`config.mk`:
```
export PLATFORM = sky130hd
export DESIGN_NAME = ifetch
export DESIGN_NICKNAME = d
export VERILOG_FILES = /design/src/rtl/ifetch.sv
export SDC_FILE = /design/constraint.sdc
export NUM_CORES = 1
export LEC_CHECK = 0
export ABC_AREA = 1
export CAP_MARGIN = 20
export CORE_AREA = 5 5 190 192
export CTS_BUF_LIST = sky130_fd_sc_hd__clkbuf_8 sky130_fd_sc_hd__clkbuf_16
export DETAILED_ROUTE_END_ITERATION = 10
export DIE_AREA = 0 0 195 197
export GPL_TIMING_DRIVEN = 0
export PLACE_DENSITY = 0.66
export SLEW_MARGIN = 15
export SYNTH_ARGS = -nofsm -noshare
export SYNTH_HDL_FRONTEND = slang
export SYNTH_SLANG_ARGS = --single-unit
```
`constraint.sdc`:
```
create_clock -name clk -period 1.4 [get_ports clk]
set_input_delay 0.14 -clock clk [delete_from_list [all_inputs] [get_ports clk]]
set_output_delay 0.14 -clock clk [all_outputs]
set_load 0.01 [all_outputs]
```
`src/rtl/ifetch.sv`:
```
// ifetch -- instruction-fetch stage placed directly after the pc register.
//
// Takes the current pc, issues one instruction-bus request at a time, and
// captures the returned word. The word and its PC are held for decode until
// decode accepts them. On acceptance a single-cycle pc_advance pulse is
// produced; it drives pc.data_ok, so the PC only moves once a fetched
// instruction has been consumed. A misaligned pc produces a NOP with
// inst_exc set and does not touch the bus.
//
// Handshakes:
//   ireq_valid / iresp_data_ok : once ireq_valid rises, it stays high and
//     ireq_addr stays fixed until the cycle iresp_data_ok is sampled high.
//     There is never more than one request outstanding, and a request is
//     never withdrawn before its response arrives, except through reset.
//   inst_valid / inst_ready : a transfer happens on a rising edge where both
//     are high and flush is low. inst, inst_pc and inst_exc stay stable while
//     inst_valid is high and no transfer happens.
//
// Ports:
//   clk            in   clock; all state updates on the rising edge
//   reset          in   synchronous active-high reset
//   pc             in   current PC from the pc register
//   flush          in   cancel the current fetch (redirect or trap)
//   ireq_valid     out  instruction-bus request valid
//   ireq_addr      out  instruction-bus request address
//   iresp_data_ok  in   response valid for the outstanding request
//   iresp_data     in   returned instruction word
//   inst_valid     out  instruction held for decode
//   inst           out  held instruction
//   inst_pc        out  PC of the held instruction
//   inst_exc       out  held entry is an instruction-address-misaligned fault
//   inst_ready     in   decode accepts the held instruction this cycle
//   pc_advance     out  combinational acceptance pulse, drives pc.data_ok
//   inst_count     out  number of accepted instructions (wraps at 2^64)
//   fsm_state      out  current FSM state (0 IDLE, 1 WAIT, 2 FULL, 3 DRAIN)

module ifetch #(
   parameter logic [63:0] PCINIT = 64'h8000_0000,
   parameter logic [31:0] NOP    = 32'h0000_0013
) (
   input  logic        clk,
   input  logic        reset,
   input  logic [63:0] pc,
   input  logic        flush,
   output logic        ireq_valid,
   output logic [63:0] ireq_addr,
   input  logic        iresp_data_ok,
   input  logic [31:0] iresp_data,
   output logic        inst_valid,
   output logic [31:0] inst,
   output logic [63:0] inst_pc,
   output logic        inst_exc,
   input  logic        inst_ready,
   output logic        pc_advance,
   output logic [63:0] inst_count,
   output logic [1:0]  fsm_state
);

   typedef enum logic [1:0] {
      IDLE  = 2'd0,
      WAIT  = 2'd1,
      FULL  = 2'd2,
      DRAIN = 2'd3
   } state_t;

   state_t state;
   state_t state_next;

   assign fsm_state = state;

   // State register.
   always_ff @(posedge clk) begin
      if (reset) begin
         state <= IDLE;
      end else begin
         state <= state_next;
      end
   end

   // Next-state logic.
   always_comb begin
      state_next = state;
      case (state)
         IDLE: begin
            if (flush)                 state_next = IDLE;
            else if (pc[1:0] != 2'b00) state_next = FULL;
            else                       state_next = WAIT;
         end
         WAIT: begin
            if (iresp_data_ok && !flush)      state_next = FULL;
            else if (iresp_data_ok && flush)  state_next = IDLE;
            else if (flush)                   state_next = DRAIN;
            else                              state_next = WAIT;
         end
         FULL: begin
            // flush wins over acceptance: the held entry is simply dropped.
            if (flush || inst_ready) state_next = IDLE;
            else                     state_next = FULL;
         end
         DRAIN: begin
            // The abandoned request must still complete; flush is moot here.
            if (iresp_data_ok) state_next = IDLE;
            else               state_next = DRAIN;
         end
         default: state_next = IDLE;
      endcase
   end

   // Output logic.
   always_comb begin
      ireq_valid = 1'b0;
      inst_valid = 1'b0;
      pc_advance = 1'b0;
      case (state)
         WAIT:  ireq_valid = 1'b1;
         DRAIN: ireq_valid = 1'b1;
         FULL: begin
            inst_valid = 1'b1;
            pc_advance = inst_ready & ~flush;
         end
         default: ;
      endcase
   end

   // Datapath registers: request address, held entry, accept counter.
   always_ff @(posedge clk) begin
      if (reset) begin
         ireq_addr  <= 64'd0;
         inst       <= 32'd0;
         inst_pc    <= PCINIT;
         inst_exc   <= 1'b0;
         inst_count <= 64'd0;
      end else begin
         case (state)
            IDLE: begin
               if (!flush) begin
                  if (pc[1:0] != 2'b00) begin
                     inst     <= NOP;
                     inst_pc  <= pc;
                     inst_exc <= 1'b1;
                  end else begin
                     ireq_addr <= pc;
                  end
               end
            end
            WAIT: begin
               if (iresp_data_ok && !flush) begin
                  inst     <= iresp_data;
                  inst_pc  <= ireq_addr;
                  inst_exc <= 1'b0;
               end
            end
            FULL: begin
               if (pc_advance) begin
                  inst_count <= inst_count + 64'd1;
               end
            end
            default: ;
         endcase
      end
   end

endmodule

```
* After elaboration in Yosys (flattened, before gate mapping)
Index checks and enable logic that the tools add are counted.
Storage, ports and cells: register bits 227, input bits 101, word-level logic and storage cells 50, output and inout bits 230
Cells by class: bitwise logic cells 3, $add $sub $neg 1, mux-type cells 23, reduce and logical (&&, ||, !) cells 11, equality and inequality tests 6
Operators with widths (number):
- $mux 64 | 3
- $pmux 64 s2 | 1
- $mux 32 | 3
- $add 64x1->64 const B | 1
- $pmux 32 s2 | 1
- $mux 2 | 7
- $pmux 2 s4 | 1
- $mux 1 | 6
- $ne 2x2->1 const B | 3
- $eq 2x2->1 const B | 2
- $reduce_and 4->1 | 1
- $reduce_bool 2->1 | 2
- $reduce_and 3->1 | 1
- $eq 2x1->1 const B | 1
- $logic_and 1x1->1 | 2
- $logic_not 2->1 | 1
- $not 1->1 | 2
- $pmux 1 s2 | 1
- $reduce_and 2->1 | 1
- $reduce_or 2->1 | 1
- $and 1x1->1 | 1
- $logic_not 1->1 | 1
- $logic_or 1x1->1 | 1

* Logic depth before layout (Yosys ltp)
depth after elaboration 4, gate-level depth with buffers 11, gate-level depth less buffers 11

* Worst setup path before layout
Ideal clock, no wire load.
kind register -> register, from register inst_count[1], to register inst_count[48], data required time 1.285 ns, setup slack -0.186 ns, period minus slack after synthesis 1.586 ns, path buffers 0, arrival 1.471 ns, cell stages (with the launch flop) 11, cell sequence dfxtp_1 ha_1 inv_1 nor2_1 nand2_1 nor2_4 nand3_1 nor2_1 nand3_1 nand2_1 nor2_1
On the way: longest elaborated chain between the ends 1
Ends and longest elaborated chain:
- from (decl) | RTL line 55 | output logic [63:0] inst_count,
- from (signal assigned) | RTL line 155 | inst_count <= inst_count + 64'd1;
- $add 64x1->64 | RTL line 155
Every way passes these cells. A chain may end at the register's enable or synchronous reset.

* Worst setup path in the final report
from register inst_count[4], to register inst_count[22]
The elaborated chain is that of the path after synthesis.

==> parameters.txt <==
Parameter                              Value

Placement
  Setup Slack @ Placement    -1.236 ns
  Input/output buffers    330
  RD Place Congestion    around 0.93
  Half-perimeter wire length of the detailed placement result    30.77 mm
  Area after DPL    around 0.014 mm^2

Setup path
  Arrival time reported for the critical path endpoint    around 2.1 ns
  Crit Path Category    flop to flop
  Required time at the worst-slack endpoint    around 1.8 ns
  Kind of end point of the critical path    flop
  Critical Path Source Type    flop
  Maximum fanout along the worst path    7

Clocking
  Insertion delay of the later-clocked pin in the worst-skew pair    0.54 ns
  Hold bufs inserted after CTS    0
  Total number of H-tree levels    1
  Clock Sinks    227
  Maximum clock insertion buffer count    3
  Buffer cell driving the clock tree root    clkbuf_16
  TritonCTS clock tree    yes
  TritonCTS Buffers    27
  Worst-path clk slew    ~0.06 ns

Logic synthesis
  Cell count after synthesis    ~1400
  Adder and majority gate portion of the synthesized area    0.003720
  Simple-gate portion of the synthesized area    0.2589
  Number of register bits inferred by synthesis    ~230
  Count of distinct cell types in the synthesized netlist    32
  Leading post-synthesis cells by cell area    dfxtp_1 (45%), nand2_1 (11%), o21ai_0 (8.9%)
  Main combinational cell family by area after synthesis    simple AND/OR/NAND/NOR gates
  Proportion of synthesized flip-flops having asynchronous set or reset    0
  Total standard cell area after synthesis    around 0.010 mm^2
  XOR/XNOR Fraction of Synth Area    0.005208
  Number of enable-type register cells in the synthesized netlist    0
  Fraction of post-synthesis cell area in the top cell type by area    0.4503
  Share of the synthesized area in compound gates (AO/OA/AOI/OAI)    0.1950
  Number of warnings reported in the yosys synthesis log    0
  Sequential fraction of the synthesis area    0.4503
  Mapped Avg Cell Area    6.974 um^2
  Post-Synthesis Net Count    ~1600
  Most used flip-flop cell after synthesis    dfxtp_1
  Yosys top cell by area    dfxtp_1
  Post-synthesis mux area share    0

GRT
  Largest net degree at the start of global routing    13
  First-pass GRT wire length    between 60 and 70 mm
  Antenna violations before repair    2
  Global-route congestion overflow total    0
  Via count of the first global-routing pass    11230
  Global Route Usage Sum    0.2055

Timing
  Final hold violation count    0
  Max Fclk    just over 600 MHz
  Final-report max-slew violation count    0
  Final setup violation count    ~190
  Final clock period utilization by the worst path    1.173
  Sum Neg Setup Slack    -17.51 ns
  Tmin final    around 1.6 ns
  Max_slew headroom    0.4534
  Worst slew pin tran    0.8200 ns
  PnR worst setup slack    -0.2422 ns
  RSZ-0062 raised after global routing    true
  Final setup skew    0.01562 ns

Route
  Detailed-route wire length per cell    ~19 um
  Met3 WL    ~4.2 mm
  DRC Markers    0
  Uppermost layer routed    met4
  Initial DRC Count    about 660
  Detail Route met2 WL    22.23 mm
  DRT met1 WL    approximately 17 mm
  Post-detailed-route count of antenna-violating nets    0
  Total via count after detailed routing    11720
  Overall routed net length    around 45 mm
  TritonRoute pass-1 iters    5
  Via density per instance    roughly 5

Layout
  Post-route standard cell area excluding fillers    approximately 0.018 mm^2
  Share of final-layout standard cells stronger than drive strength 1    0.2938
  Net count, final    slightly below 2000
  Area growth from synthesis to layout    74.59%

Pwr
  Worst IR Drop VDD    0.7550 mV
  Switching power summed over all nets    between 4 and 5 mW
  Proportion of power drawn by the clock network    0.410
  Net switching share of the total power    0.2701
  Pwr dens    993.5 mW/mm^2
  Final Power    17.50 mW
  Leakage component of the power    8.207 nW
  Power Internal    between 10 and 15 mW
  Comb power frac    0.183
  Sequential cell fraction of total power    0.407

Floorplan
  Total core area    around 0.034 mm^2
  Floorplan die area    0.03842 mm^2
  Starting density of the core    0.2950
  Height of the die    about 200 um
  Die Width    195 um
  Row cnt    about 70
  Number of top-level pins    between 300 and 400

Hold path
  Min-Delay Path Class    input pin to flop

Status
  Result of the run    finished, violations left
  Violated checks    negative setup slack

Job
  Max-cap violation count    0
==> worst max-delay path: stages, from the launching register on <==
cell and delay [ns]:
dfxtp_4 0.39, nand2_4 0.06, nor2_4 0.26, nand3_2 0.16, nor2_4 0.21, buf_6 0.13
nand2_4 0.06, nor3_1 0.18, nor2_1 0.07
==> sequential cells by signal (all words and copies together) (netlist names) <==
name,cells
ireq_addr,64
inst_exc,1
inst_count,64
inst,32
inst_pc,64
fsm_state,2
==> timing repair <==
item,in CTS,in global routing
buffers inserted,16,33
gates cloned,3,17
resized for setup,333,703
endpoints found under the setup margin,456,352
pin swaps,10,78
endpoints found under the hold margin,0,0
==> power by group through the flow <==
stage	logic [mW]	registers, mW	clock network [mW]
after global placement	2.41	7.20	0
after global routing	3.41	7.16	7.58
after detailed placement	2.42	7.20	0
after CTS	2.55	7.07	7.30
final	3.20	7.12	7.18
after floorplan	0.799	7.33	0
==> area by class of cell <==
cell class | instances | area [um^2]
timing repair buffer | 397 | 4302
clock buffer | 36 | 799.5
sequential | 227 | 4662
tap | 455 | 569.3
inverter | 143 | 554.3
clock inverter | 13 | 110.1
buffer | 73 | 726.9
antenna | 1 | 2.502
multi-input combinational | 1000 | 5892
fill | 3171 | 16580
==> layout by cell type (no fill, tap or decap), drive strengths merged <==
master / count
o21bai: 1
o31ai: 1
clkinvlp: 2
o211ai: 4
and2: 2
clkbuf: 93
dlygate4sd2: 118
nor3: 13
nand2: 310
o21ai: 179
nand3: 60
clkdlybuf4s50: 99
xnor2: 1
nand4: 21
a31oi: 67
a21oi: 120
dlymetal6s2s: 84
xor2: 5
nor3b: 3
o21a: 1
nor2: 205
and3: 4
clkinv: 3
ha: 3
inv: 149
clkdlybuf4s15: 17
buf: 95
dfxtp: 227
bufinv: 2
diode: 1
==> Yosys cell counts (4+ instances only) <==
library cell / count
o21ai_0: 179
a21oi_1: 120
nor3_1: 11
inv_1: 141
o211ai_1: 4
a31oi_1: 67
dfxtp_1: 227
and3_1: 4
nand3_1: 58
clkbuf_1: 48
buf_4: 5
nand4_1: 21
nor2_2: 7
nor2_1: 190
nand2_2: 4
xor2_1: 5
nand2_1: 304
buf_2: 19
buf_1: 4
nor2_4: 8
==> metrics by stage <==
| step | util | hold WS, ns | std cells |
|---|---|---|---|
| after floorplan | - | 0.2063 | 1447 |
| after global placement | 0.4106 | 0.4476 | 2232 |
| after detailed placement | 0.4106 | 0.4498 | 2232 |
| after CTS | 0.4520 | 0.1514 | 2300 |
| after global routing | 0.5150 | 0.1836 | 2344 |
| final | 0.5151 | 0.1818 | 2345 |
==> logic make-up after synthesis <==
group | count (synthesis)
simple gates | 618
fa+ha+maj | 3
buf+inv | 220
compound gates | 373
flops | 227
xor+xnor | 6
==> routing by layer <==
metal  track usage  vias up
met2        0.3607      462
li1              -     5650
met4       0.05017        0
met3       0.07128       83
met5             0        -
met1        0.2419     5520
==> path summary, 6_finish.rpt <==
check	from	endpoint	slack, ns	cells past startpoint
worst max-delay path	inst_count[4]	inst_count[22]	-0.24	8
worst min-delay path	reset	inst_count[32]	0.18	2
worst max register to register	inst_count[4]	inst_count[22]	-0.24	8
worst min register to register	ireq_addr[25]	ireq_addr[25]	0.46	2
No activity file was read; power rests on OpenSTA's default activity.
